File: config.mk
export PLATFORM = sky130hd
export DESIGN_NAME = matrix_loader
export DESIGN_NICKNAME = d
export VERILOG_FILES = /design/src/rtl/matrix_loader.sv
export SDC_FILE = /design/constraint.sdc
export NUM_CORES = 1
export LEC_CHECK = 0
export ABC_AREA = 1
export CAP_MARGIN = 20
export CORE_MARGIN = 2
export CORE_UTILIZATION = 48
export DETAILED_ROUTE_END_ITERATION = 7
export PLACE_DENSITY = 0.89
export SYNTH_ARGS = -nofsm -noshare
export SYNTH_HDL_FRONTEND = slang
export SYNTH_SLANG_ARGS = --single-unit
File: constraint.sdc
create_clock -name clk -period 2.2 [get_ports clk]
set_clock_uncertainty 0.05 [all_clocks]
set_input_delay 0.22 -clock clk [delete_from_list [all_inputs] [get_ports clk]]
set_output_delay 0.22 -clock clk [all_outputs]
set_load 0.01 [all_outputs]
File: src/rtl/matrix_loader.sv
// Collects N*N signed elements (row-major, first element in the MSBs), presents the
// packed matrix to an external determinant unit, then captures and holds its result.
module matrix_loader #(
  parameter int DATA_W  = 8,
  parameter int N       = 5,
  parameter int DET_LAT = 2
) (
  input  logic                     clk,
  input  logic                     rst,
  input  logic                     in_valid,
  input  logic [DATA_W-1:0]        in_data,
  output logic                     in_ready,
  output logic [N*N*DATA_W-1:0]    mat_out,
  output logic                     mat_valid,
  input  logic [DATA_W-1:0]        det_in,
  input  logic                     ovf_in,
  output logic                     res_valid,
  input  logic                     res_ready,
  output logic [DATA_W-1:0]        res_det,
  output logic                     res_ovf
);

  localparam int unsigned NE = N * N;
  localparam int unsigned CW = (NE > 1) ? $clog2(NE) : 1;
  localparam int unsigned LW = (DET_LAT > 1) ? $clog2(DET_LAT) : 1;
  localparam logic [CW-1:0] CNT_LAST = CW'(NE - 1);
  localparam logic [LW-1:0] LAT_LAST = LW'(DET_LAT - 1);

  typedef enum logic [1:0] {IDLE, LOAD, COMPUTE, RESULT} state_e;

  state_e               state_q, state_d;
  logic [CW-1:0]        cnt_q, cnt_d;
  logic [LW-1:0]        lat_q, lat_d;
  logic [NE*DATA_W-1:0] mat_q, mat_d;
  logic [DATA_W-1:0]    det_q, det_d;
  logic                 ovf_q, ovf_d;
  logic                 accept;

  always_comb begin
    state_d   = state_q;
    cnt_d     = cnt_q;
    lat_d     = lat_q;
    mat_d     = mat_q;
    det_d     = det_q;
    ovf_d     = ovf_q;
    in_ready  = (state_q == IDLE) || (state_q == LOAD);
    mat_valid = (state_q == COMPUTE);
    res_valid = (state_q == RESULT);
    accept    = in_valid && in_ready;

    if (accept) begin
      // Element slot selected by counter; constant slices keep the write decode static.
      for (int unsigned k = 0; k < NE; k++) begin
        if (cnt_q == CW'(k)) mat_d[(NE-1-k)*DATA_W +: DATA_W] = in_data;
      end
      if (cnt_q == CNT_LAST) begin
        cnt_d   = '0;
        lat_d   = '0;
        state_d = COMPUTE;
      end else begin
        cnt_d   = cnt_q + 1'b1;
        state_d = LOAD;
      end
    end

    case (state_q)
      COMPUTE: begin
        if (lat_q == LAT_LAST) begin
          det_d   = det_in;
          ovf_d   = ovf_in;
          lat_d   = '0;
          state_d = RESULT;
        end else begin
          lat_d = lat_q + 1'b1;
        end
      end
      RESULT: if (res_ready) state_d = IDLE;
      default: ;
    endcase
  end

  always_ff @(posedge clk or negedge rst) begin
    if (!rst) begin
      state_q <= IDLE;
      cnt_q   <= '0;
      lat_q   <= '0;
      mat_q   <= '0;
      det_q   <= '0;
      ovf_q   <= 1'b0;
    end else begin
      state_q <= state_d;
      cnt_q   <= cnt_d;
      lat_q   <= lat_d;
      mat_q   <= mat_d;
      det_q   <= det_d;
      ovf_q   <= ovf_d;
    end
  end

  assign mat_out = mat_q;
  assign res_det = det_q;
  assign res_ovf = ovf_q;

endmodule

# ---- Yosys cells after proc, flatten, opt, wreduce, memory -nomap -nowiden
# Cells that the tools add are included.
dict set report totals {
  ff_bits 217
  in_bits 21
  word_cells 102
}
dict set report op_classes {
  n_addsub 2
  n_eq_ne 27
  mux 10
  n_reduce_logical 33
}
# operator count
set op_table {}
lappend op_table {{2-bit AND reduction} 27}
lappend op_table {{5-bit == test, second input constant} 9}
lappend op_table {{5-bit by 4-bit == test with 1-bit output, second input constant} 8}
lappend op_table {{5-bit by 3-bit == test with 1-bit output, second input constant} 4}
lappend op_table {{5-bit by 2-bit == test with 1-bit output, second input constant} 2}
lappend op_table {{2-bit two-way mux} 4}
lappend op_table {{5-bit by 1-bit adder with 5-bit output, second input constant} 1}
lappend op_table {{5-bit by 1-bit == test with 1-bit output, second input constant} 1}
lappend op_table {{5-bit logical NOT} 1}
lappend op_table {{5-bit two-way mux} 1}
lappend op_table {{2-bit == test, second input constant} 2}
lappend op_table {{1-bit two-way mux} 4}
lappend op_table {{2-bit case mux with 2 select lines} 1}
lappend op_table {{2-bit nonzero test} 2}
lappend op_table {{2-bit by 1-bit == test with 1-bit output, second input constant} 1}
lappend op_table {{2-bit logical NOT} 1}
lappend op_table {{1-bit adder, second input constant} 1}
lappend op_table {{1-bit logical AND} 1}
lappend op_table {{1-bit logical OR} 1}

# ---- Logic depth before layout (Yosys ltp)
dict set report logic_depth {
  depth_word 6
  depth_mapped 8
  mapped_depth_nobuf 7
}

# ---- Worst setup path after synthesis
# Ideal clock, no wire load.
dict set report synth_timing {
  path_kind {reg2reg}
  startpoint {reg cnt_q[0]}
  endpoint {reg mat_q[72] (netlist: mat_out[72])}
  period_less_slack_ps 1560
  stages_incl_launch_ff 8
  setup_slack_ps 640
  path_buffers 1
  arrival_ps 1375
  cell_sequence {dfrtp_1 -> ha_1 -> inv_1 -> nor2_1 -> ha_1 -> nand2_1 -> clkbuf_1 -> o21ai_0}
}
dict set report synth_via {
  elab_chain_cells 2
}
# item line
set synth_lines {}
lappend synth_lines {{start, declared} 32} ;# logic [CW-1:0] cnt_q, cnt_d;
lappend synth_lines {{start signal, assigned} 92} ;# cnt_q <= cnt_d;
lappend synth_lines {{5-bit by 4-bit == test with 1-bit output} 54} ;# if (cnt_q == CW'(k)) mat_d[(NE-1-k)*DATA_W +: DATA_W] = in_data;
lappend synth_lines {{2-bit AND reduction (no line)} n/a}
lappend synth_lines {{end signal, assigned} 94} ;# mat_q <= mat_d;
lappend synth_lines {{end, declared} 34} ;# logic [NE*DATA_W-1:0] mat_q, mat_d;
# No other way between the ends.
# A chain may end at the register's enable or synchronous reset.

# ---- Worst setup path in the final report
dict set report layout_timing {
  startpoint {reg state_q[1]}
  endpoint {out mat_valid}
}
dict set report layout_via {
  elab_chain_cells 1
}
# item line
set layout_lines {}
lappend layout_lines {{start, declared} 31} ;# state_e state_q, state_d;
lappend layout_lines {{start signal, assigned} 91} ;# state_q <= state_d;
lappend layout_lines {{2-bit == test} 47} ;# mat_valid = (state_q == COMPUTE);
lappend layout_lines {{end, declared} 14} ;# output logic mat_valid,
# No other way between the ends.

==> impl_summary.log <==
[metrics] result of the run: completed
[metrics] cell at the root of the clock tree: clkbuf_16
[metrics] clock sink total: 217
[metrics] worst relative slew slack: 44.9%
[metrics] maximum number of pins on one net before global-route repair: 67
[metrics] number of design rule violations left after detail routing: 0
[metrics] CP Data Required Time: 1.93 ns
[metrics] Buffers on Ports: 232
[metrics] Min Clock Period, post-route: 2.07 ns
[metrics] crit path from: state_q[1]
[metrics] number of pins exceeding their max-slew limit in the final report: 0
[metrics] final critical-path share of the clock period: 94.0%
[metrics] total count of hold-check failures in the final report: 0
[metrics] vias in the first global route: 7033
[metrics] top cells by area in the synthesized netlist: dfrtp_1 (65%), nand2_1 (14%), nand3_1 (5.1%)
[metrics] final routed wirelength across all metal layers: 24600 um
[metrics] gate family responsible for the most delay along the worst path: buffers and inverters
[metrics] net count of the finished layout: 1132
[metrics] flip-flop and latch count after synthesis: 217
[metrics] Core Util, Final: 68.0%
[metrics] portion of the post-synthesis area used by sequential elements: 64.6%
[metrics] clock insertion delay at the later pin of the skew report: 0.51 ns
[metrics] DRC violation total after the first TritonRoute iteration: 555
[metrics] critical path depth in cells: 3
[metrics] Crit Path Class: reg -> out
[metrics] reported max-cap violation count: 0
[metrics] FF-to-FF setup slack: 0.36 ns
[metrics] critical path fanouts, max: 7
[metrics] GRT Total Usage: 26.7%
[metrics] Avg Inst Size Synth: 9.62 um2
[metrics] cell type of the slowest stage on the worst timing path: clkdlybuf4s50_1
[metrics] capturing element of the worst setup path: mat_valid
[metrics] most frequent cells in the layout: nand2_1 (312), clkdlybuf4s50_1 (231), dfrtp_1 (217)
[metrics] yosys synthesis warning count: 0
[metrics] post-synthesis cell count: 874
[metrics] standard cell core area: 17200 um2
[metrics] Sum Neg Setup Slack: 0 ns
[metrics] leakage: 5.65 nW
[metrics] first-pass GRT wire length: 38500 um
[metrics] RR Startpoint: state_q[1]
[metrics] starting density of the core: 48.8%
[metrics] critical path buffer and inverter count: 2
[metrics] slew at the pin closest to its max-slew limit: 0.826 ns
[metrics] TritonCTS Buffers: 23
[metrics] Critical Path Max Stage Delay: 0.57 ns
[metrics] clock transition at the registers of the reported paths: 0.06 ns
[metrics] Die Footprint: 18600 um2
[metrics] fraction of final layout cells with drive strength greater than 1: 7.68%
[metrics] area of the mapped netlist: 8410 um2
[metrics] number of antenna violations at the first check in global routing: 0
[metrics] Min-Delay Startpoint: det_in[2]
[metrics] total congestion overflow after global routing: 0
[metrics] number of antenna-violating nets in the routed design: 0
[metrics] post-DR wirelength/cell: 18.3 um
[metrics] upper clock frequency limit: 0.484 GHz
[metrics] unrepaired setup endpoints after global routing: false
[metrics] Arrival @ worst endpoint: 1.80 ns
[metrics] die outline height: 136 um
[metrics] Die Width: 136 um
[metrics] Pre-Repair DR Iteration Count: 5
[metrics] total nets after synthesis: 900
[metrics] number of primary I/O pins: 233
[metrics] antenna diode count: 0
[metrics] Netlist cell types: 25
[metrics] detailed-route via count: 7130
[metrics] post-CTS setup-driven buffer insertion count: 0
[metrics] cell depth of the worst flop-to-flop path: 7
[metrics] kind of launch point of the worst setup path: flop
[metrics] IR Drop Worst-Case VDD: 818 uV
[metrics] category of the worst setup path capture point: output pin
[metrics] Cell Chain, Critical Path: inv_2 > nor2_4 > clkdlybuf4s50_1
[metrics] Power Density: 1490 nW/um2
[metrics] routability congestion estimate: 0.837
[metrics] worst r2r dst: mat_out[140]
[metrics] level count of the clock H-tree: 1
[metrics] Synth area leader: dfrtp_1
[metrics] number of failing setup endpoints in the final timing report: 0
[metrics] area overhead of the layout relative to synthesis: 39.4%
[metrics] buffer depth of the longest clock path: 3
[metrics] CTS tree: yes
[metrics] Avg Vias per Cell: 5.30
[metrics] HPWL reported at the end of detailed placement: 16600 um
[metrics] worst min-delay path category: in -> reg
[metrics] cell row count: 48
[metrics] commonest non-fill, non-tap cell in the layout: nand2_1
[metrics] proportion of netlist area held by the largest area contributor: 64.6%
-- worst register-to-register path, cell delays in order, from the launching register on --
cell	delay (ns)
dfrtp_1	0.43
inv_2	0.14
nand2_4	0.11
nor2_4	0.21
buf_4	0.21
nand2_1	0.27
nand2_1	0.16
o21ai_0	0.11
-- layout make-up --
type | count | area, um2
repair buffers | 254 | 2560
clock buffers | 34 | 657
inverters | 27 | 101
multi-input cells | 583 | 2670
well taps | 225 | 282
flip-flops and latches | 217 | 5430
clock inverters | 5 | 32.5
fillers | 1290 | 5510
-- synth_stat cells --
master and instances:
nor2_4 2, dfrtp_1 217, or2_2 1, nand2_2 3
buf_6 2, inv_1 20, clkinv_1 1, nor2_8 1
buf_2 18, nand3_1 85, buf_1 1, nand2_4 10
nor2_1 14, nand4_2 1, clkbuf_1 25, o22ai_1 1
o21ai_1 55, o21ai_0 82, ha_1 5, nor2_2 7
inv_2 6, a21oi_1 2, nand2_1 312, nand4_1 2
buf_4 1
-- flip-flops by register name, indices dropped and copies added, names as in the netlist --
name,cells
state_q,2
mat_out,200
lat_q,1
cnt_q,5
res_det,8
res_ovf,1
-- layer usage --
layer	up-vias	track usage [%]	wire length, um
li1	3287	-	-
met1	3461	36.0	10200
met2	326	41.8	11400
met3	56	8.20	2380
met4	0	8.51	684
met5	-	0	0
-- repair_timing --
action,in CTS,in global routing
setup endpoints to repair,1,1
resized for setup,1,1
hold buffers,1,0
endpoints found under the hold margin,61,0
-- how the worst min path moves through the flow --
stage,slack (ns),cells past startpoint,endpoint
6_report,0.21,3,res_det[2]
5_1_grt,0.23,3,res_det[3]
4_1_cts,0.21,3,res_ovf
3_5_place_dp,0.21,1,mat_out[40]
3_3_place_gp,0.20,1,mat_out[40]
2_1_floorplan,-0.13,0,cnt_q[0]
-- report_power, final --
| part | internal [W] | total, W | switching (W) |
|---|---|---|---|
| Clock | 0.00206 | 0.00359 | 0.00153 |
| Combinational | 0.00368 | 0.00705 | 0.00337 |
| Sequential | 0.00569 | 0.00682 | 0.00114 |
| Total | 0.0114 | 0.0175 | 0.00604 |
-- per-stage QoR --
| step | cells | setup WS, ns | power, W | area (um2) | hold slack [ns] |
|---|---|---|---|---|---|
| after floorplan | 874 | 0.640 | 0.00953 | 8410 | -0.126 |
| after global placement | 1305 | 0.306 | 0.0136 | 11000 | 0.202 |
| after detailed placement | 1305 | 0.170 | 0.0139 | 11000 | 0.212 |
| after CTS | 1345 | 0.0133 | 0.0175 | 11700 | 0.206 |
| after global routing | 1345 | 0.0683 | 0.0185 | 11700 | 0.229 |
| final | 1345 | 0.133 | 0.0175 | 11700 | 0.213 |
-- cells by family after synthesis --
kind of cell	after synthesis	share of synthesized area [%]
fa+ha+maj	5	0.744
compound gates	140	8.34
simple gates	438	22.6
flops	217	64.6
buf+inv	74	3.79
Note: power is estimated with default switching activity, not from simulation.
